--- config.mk ---
export PLATFORM = sky130hd
export DESIGN_NAME = reg_writeback_flat
export DESIGN_NICKNAME = d
export VERILOG_FILES = /design/src/rtl/reg_writeback_if.sv /design/src/rtl/reg_writeback.sv /design/src/flat_wrapper.sv
export SDC_FILE = /design/constraint.sdc
export NUM_CORES = 1
export LEC_CHECK = 0
export ABC_AREA = 1
export CORE_MARGIN = 2
export CORE_UTILIZATION = 53
export CTS_CLUSTER_SIZE = 25
export DETAILED_ROUTE_END_ITERATION = 8
export GPL_ROUTABILITY_DRIVEN = 0
export PLACE_DENSITY = 0.88
export SYNTH_ARGS = -nofsm -noshare
export SYNTH_HDL_FRONTEND = slang
export SYNTH_SLANG_ARGS = --single-unit
--- constraint.sdc ---
create_clock -name clk -period 4.89 [get_ports clk]
set_input_delay 0.978 -clock clk [delete_from_list [all_inputs] [get_ports clk]]
set_output_delay 0.978 -clock clk [all_outputs]
set_load 0.05 [all_outputs]
--- src/rtl/reg_writeback_if.sv ---
// Producer handshakes and register-file write port of reg_writeback.
// The slave side is the writeback block; the master side is the pipeline and register file.
interface reg_writeback_if #(
  parameter int DATA_W = 32,
  parameter int ADDR_W = 5
);
  logic              alu_valid;
  logic [ADDR_W-1:0] alu_rd;
  logic [DATA_W-1:0] alu_data;
  logic              alu_ready;
  logic              mem_valid;
  logic [ADDR_W-1:0] mem_rd;
  logic [DATA_W-1:0] mem_data;
  logic              mem_ready;
  logic              regwrite;
  logic [ADDR_W-1:0] write_reg;
  logic [DATA_W-1:0] write_data;

  modport master (
    output alu_valid, alu_rd, alu_data, mem_valid, mem_rd, mem_data,
    input  alu_ready, mem_ready, regwrite, write_reg, write_data
  );

  modport slave (
    input  alu_valid, alu_rd, alu_data, mem_valid, mem_rd, mem_data,
    output alu_ready, mem_ready, regwrite, write_reg, write_data
  );
endinterface

--- src/rtl/reg_writeback.sv ---
// Register-file writer: merges ALU and load results through a small FIFO into a single
// registered write port and tracks outstanding destinations for decode stalls.
module reg_writeback #(
  parameter int DEPTH  = 4,
  parameter int DATA_W = 32,
  parameter int ADDR_W = 5
) (
  input  logic                   clk,
  input  logic                   reset,
  reg_writeback_if.slave         wb,
  input  logic                   port_busy,
  input  logic                   claim_valid,
  input  logic [ADDR_W-1:0]      claim_rd,
  output logic [31:0]            pending,
  output logic [$clog2(DEPTH):0] count
);
  localparam int PTR_W = $clog2(DEPTH);
  localparam int CNT_W = PTR_W + 1;
  localparam logic [CNT_W-1:0] FULL_CNT = CNT_W'(DEPTH);

  logic [ADDR_W-1:0] fifo_rd_q   [DEPTH];
  logic [ADDR_W-1:0] fifo_rd_d   [DEPTH];
  logic [DATA_W-1:0] fifo_data_q [DEPTH];
  logic [DATA_W-1:0] fifo_data_d [DEPTH];
  logic [PTR_W-1:0]  wr_ptr_q, wr_ptr_d;
  logic [PTR_W-1:0]  rd_ptr_q, rd_ptr_d;
  logic [CNT_W-1:0]  count_q, count_d;
  logic [31:0]       pending_q, pending_d;
  logic              regwrite_q, regwrite_d;
  logic [ADDR_W-1:0] write_reg_q, write_reg_d;
  logic [DATA_W-1:0] write_data_q, write_data_d;

  logic              full_s, mem_xfer_s, alu_xfer_s, push_s, pop_s;
  logic [ADDR_W-1:0] push_rd_s, head_rd_s;
  logic [DATA_W-1:0] push_data_s;
  logic [31:0]       set_mask_s, clr_mask_s;

  // Handshake decode; the load path wins because it holds the older instruction.
  always_comb begin
    full_s     = (count_q == FULL_CNT);
    mem_xfer_s = wb.mem_valid && !full_s;
    alu_xfer_s = wb.alu_valid && !full_s && !wb.mem_valid;
    if (mem_xfer_s) begin
      push_rd_s   = wb.mem_rd;
      push_data_s = wb.mem_data;
    end else begin
      push_rd_s   = wb.alu_rd;
      push_data_s = wb.alu_data;
    end
    push_s    = (mem_xfer_s || alu_xfer_s) && (push_rd_s != {ADDR_W{1'b0}});
    pop_s     = (count_q != {CNT_W{1'b0}}) && !port_busy;
    head_rd_s = fifo_rd_q[rd_ptr_q];
  end

  always_comb begin
    for (int i = 0; i < DEPTH; i++) begin
      fifo_rd_d[i]   = (push_s && (wr_ptr_q == PTR_W'(i))) ? push_rd_s   : fifo_rd_q[i];
      fifo_data_d[i] = (push_s && (wr_ptr_q == PTR_W'(i))) ? push_data_s : fifo_data_q[i];
    end
    wr_ptr_d = push_s ? (wr_ptr_q + PTR_W'(1)) : wr_ptr_q;

    if (pop_s) begin
      rd_ptr_d     = rd_ptr_q + PTR_W'(1);
      regwrite_d   = 1'b1;
      write_reg_d  = head_rd_s;
      write_data_d = fifo_data_q[rd_ptr_q];
    end else begin
      rd_ptr_d     = rd_ptr_q;
      regwrite_d   = 1'b0;
      write_reg_d  = write_reg_q;
      write_data_d = write_data_q;
    end

    case ({push_s, pop_s})
      2'b10:   count_d = count_q + CNT_W'(1);
      2'b01:   count_d = count_q - CNT_W'(1);
      default: count_d = count_q;
    endcase

    // Set is applied after clear so a same-edge claim from a younger instruction survives.
    clr_mask_s = pop_s ? (32'd1 << head_rd_s) : 32'd0;
    set_mask_s = (claim_valid && (claim_rd != {ADDR_W{1'b0}})) ? (32'd1 << claim_rd) : 32'd0;
    pending_d  = ((pending_q & ~clr_mask_s) | set_mask_s) & ~32'd1;
  end

  always_ff @(posedge clk) begin
    if (reset) begin
      wr_ptr_q     <= {PTR_W{1'b0}};
      rd_ptr_q     <= {PTR_W{1'b0}};
      count_q      <= {CNT_W{1'b0}};
      pending_q    <= 32'd0;
      regwrite_q   <= 1'b0;
      write_reg_q  <= {ADDR_W{1'b0}};
      write_data_q <= {DATA_W{1'b0}};
    end else begin
      wr_ptr_q     <= wr_ptr_d;
      rd_ptr_q     <= rd_ptr_d;
      count_q      <= count_d;
      pending_q    <= pending_d;
      regwrite_q   <= regwrite_d;
      write_reg_q  <= write_reg_d;
      write_data_q <= write_data_d;
    end
  end

  // Storage needs no reset: count_q alone decides which entries are live.
  always_ff @(posedge clk) begin
    fifo_rd_q   <= fifo_rd_d;
    fifo_data_q <= fifo_data_d;
  end

  assign wb.mem_ready  = !full_s;
  assign wb.alu_ready  = !full_s && !wb.mem_valid;
  assign wb.regwrite   = regwrite_q;
  assign wb.write_reg  = write_reg_q;
  assign wb.write_data = write_data_q;
  assign pending       = pending_q;
  assign count         = count_q;
endmodule

--- src/flat_wrapper.sv ---
// flat-port wrapper written by rule: the top's interface ports become plain ports
module reg_writeback_flat 
#(
  parameter int DEPTH  = 4,
  parameter int DATA_W = 32,
  parameter int ADDR_W = 5
)
  (clk, reset, port_busy, claim_valid, claim_rd, pending, count, wb_alu_valid, wb_alu_rd, wb_alu_data, wb_mem_valid, wb_mem_rd, wb_mem_data, wb_alu_ready, wb_mem_ready, wb_regwrite, wb_write_reg, wb_write_data);
  reg_writeback_if #(.DATA_W(DATA_W), .ADDR_W(ADDR_W)) wb_i ();
  input  logic clk;
  input  logic reset;
  input  logic port_busy;
  input  logic claim_valid;
  input  logic [ADDR_W-1:0] claim_rd;
  output logic [31:0] pending;
  output logic [$clog2(DEPTH):0] count;
  input wire logic [$bits(wb_i.alu_valid)-1:0] wb_alu_valid;
  input wire logic [$bits(wb_i.alu_rd)-1:0] wb_alu_rd;
  input wire logic [$bits(wb_i.alu_data)-1:0] wb_alu_data;
  input wire logic [$bits(wb_i.mem_valid)-1:0] wb_mem_valid;
  input wire logic [$bits(wb_i.mem_rd)-1:0] wb_mem_rd;
  input wire logic [$bits(wb_i.mem_data)-1:0] wb_mem_data;
  output wire logic [$bits(wb_i.alu_ready)-1:0] wb_alu_ready;
  output wire logic [$bits(wb_i.mem_ready)-1:0] wb_mem_ready;
  output wire logic [$bits(wb_i.regwrite)-1:0] wb_regwrite;
  output wire logic [$bits(wb_i.write_reg)-1:0] wb_write_reg;
  output wire logic [$bits(wb_i.write_data)-1:0] wb_write_data;
  assign wb_i.alu_valid = wb_alu_valid;
  assign wb_i.alu_rd = wb_alu_rd;
  assign wb_i.alu_data = wb_alu_data;
  assign wb_i.mem_valid = wb_mem_valid;
  assign wb_i.mem_rd = wb_mem_rd;
  assign wb_i.mem_data = wb_mem_data;
  assign wb_alu_ready = wb_i.alu_ready;
  assign wb_mem_ready = wb_i.mem_ready;
  assign wb_regwrite = wb_i.regwrite;
  assign wb_write_reg = wb_i.write_reg;
  assign wb_write_data = wb_i.write_data;
  reg_writeback #(.DEPTH(DEPTH), .DATA_W(DATA_W), .ADDR_W(ADDR_W)) u_core (.clk(clk), .reset(reset), .wb(wb_i), .port_busy(port_busy), .claim_valid(claim_valid), .claim_rd(claim_rd), .pending(pending), .count(count));
endmodule
==> metrics.yaml <==
cts_tree: "yes"
grt_overflow_total: 0
ys.flop_type: "edfxtp_1"
cts-root-buf: "clkbuf_16"
fin_area_mm2: 0.0117
grt_pass1_wl_um: 33900
slew_viol_final: 0
synth-async-reset-ratio_pct: 0
crit_type: "primary input to output port"
finalCriticalPeriod_ns: 3.53
regMostFlops: "u_core.fifo_data_q"
worstSetupEndpointType: "output port"
yosysSeqAreaShare_pct: 64.3
multi_input_area_mm2: 0.00291
syn_area_mm2: 0.00927
rsz0062_at_grt: "no"
synth_top_area_cell: "edfxtp_1"
avgRoutedWirePerCell_um: 17.0
clock-sinks: 224
drc: 0
skew_ns: 0.0135
fin_util_pct: 67.9
syn_nets: 964
via_per_inst: 5.55
cts_buffers: 23
synthTopCellsByArea: "edfxtp_1 (48%), dfxtp_1 (16%), nor2_1 (6.3%), o21ai_0 (5.7%), mux2_2 (3.9%)"
powerDensity_mw_per_mm2: 536
yosys_warnings: 0
port-buffer-count: 158
dr.first_iter.drc_count: 519
synth_top_area_share_pct: 47.9
synth_top_family_by_area: "simple AND/OR/NAND/NOR gates"
syn_inst: 873
synth_edf_count: 148
synth-compound-area-share_pct: 10.9
slew_headroom_pct: 22.8
vias: 6968
hold_ws_ns: 0.460
core_mm2: 0.0172
postCtsResizedCells: 0
clk_latency_ns: 0.51
synthMuxAreaShare_pct: 3.89
placementRows: 48
hp-class: "register to register"
syn_avg_cell_area_um2: 10.6
startpoint: "wb_mem_valid"
outcome: "finished, final reports clean"
synthSimpleGateAreaFrac_pct: 15.3
hpwlAfterDp_um: 13600
fp.dieH_um: 136
synthDistinctLibCells: 32
grtUsageTotal_pct: 23.3
cp-start-kind: "primary input"
clk_pin_slew_ns: 0.06
post-cts-setup-buffer-count: 0
max_freq_mhz: 283
drt_wl_total_um: 21400
setup_violations: 0
die_area_mm2: 0.0186
nets: 1104
min_from: "u_core.pending[7]"
drive_gt1_share_pct: 11.6
crit_path_max_fanout: 8
synthAdderAreaFrac_pct: 0.891
report.power.total_mw: 6.24
htree_levels: 1
leakage_nw: 4.08
finalHoldViolCount: 0
n_antenna_cell: 0
totalNegativeSetupSlack_ns: 0
ys_ff_latch: 224
vdd_ir_drop_max_mv: 0.320
largest_register_ffs: 128
synth_most_common_cell: "nor2_1"
dr.pass1.iters: 5
crit_arrival_ns: 2.55
grt_start_max_net_pins: 78
cts_buffer_depth: 3
ioPinCount: 160
synthToLayoutAreaGrowth_pct: 25.7
start_util_pct: 54.0
final.fill_count: 1233
antenna_found_initial: 0
max_cap_violations: 0
cts_hold_buf: 0
register_area_mm2: 0.00597
place_area_mm2: 0.0110
period_share_pct: 72.2
synth_xor_area_share_pct: 0
die_x_um: 136
grt_pass1_vias: 6840
yosys-top-cells-count: "nor2_1 (155), edfxtp_1 (148), o21ai_0 (106)"
r2r_start: "u_core.rd_ptr_q[0]"
ant_nets: 0
worst_pin_slew_ns: 1.16
cp_data_required_time_ns: 3.91
## power breakdown
| group | total, mW | switching [mW] | internal, mW |
|---|---|---|---|
| Clock | 1.64 | 0.692 | 0.946 |
| Sequential | 2.58 | 0.151 | 2.43 |
| Combinational | 2.02 | 1.43 | 0.598 |
## critical path: stages
cell	delay, ns
clkdlybuf4s50_1	0.56
a21oi_1	0.19
clkdlybuf4s50_1	0.82
## metal layers
| layer | routed length, um | up-vias | global-route usage [%] |
|---|---|---|---|
| li1 | - | 3302 | - |
| met1 | 8670 | 3289 | 28.6 |
| met2 | 10700 | 321 | 41.7 |
| met3 | 1380 | 56 | 3.39 |
| met4 | 583 | 0 | 8.33 |
| met5 | 0 | - | 0 |
## placed cells by master (no fill, tap or decap), drive strengths merged
cell,count
nand2,104
clkbuf,30
ha,5
bufinv,1
o211ai,1
nor4,3
a21oi,43
o21ai,113
clkdlybuf4s50,158
edfxtp,148
fa,1
inv,40
nor3,3
nand3b,1
dfxtp,76
nor2,169
buf,9
mux2,32
clkinv,11
nand3,49
conb,1
a31oi,32
## metrics by stage
stage	worst slack, ns	instances
after floorplan	1.08	873
after global placement	1.20	1213
after detailed placement	1.08	1213
after CTS	1.35	1255
after global routing	1.32	1255
final	1.36	1255
## cell type report
class                   instances  share of cell area [%]
multi-input cells             557                    24.9
flip-flops and latches        224                    51.2
repair buffers                167                    14.1
well taps                     225                    2.41
inverters                      40                    1.29
clock buffers                  30                    5.33
clock inverters                12                   0.698
## logic make-up after synthesis
| kind of cell | after synthesis |
|---|---|
| other cells | 1 |
| flops | 224 |
| buf+inv | 92 |
| fa+ha+maj | 6 |
| simple gates | 329 |
| compound gates | 189 |
| mux | 32 |
## worst paths after layout
path                                      endpoint  slack (ns)  cells after the start
worst max-delay path                  wb_alu_ready        1.36                      3
worst min-delay path             u_core.pending[7]        0.46                      2
worst max register to register  u_core.pending[26]        1.96                     10
worst min register to register   u_core.pending[7]        0.46                      2
No activity file was read; power rests on OpenSTA's default activity.
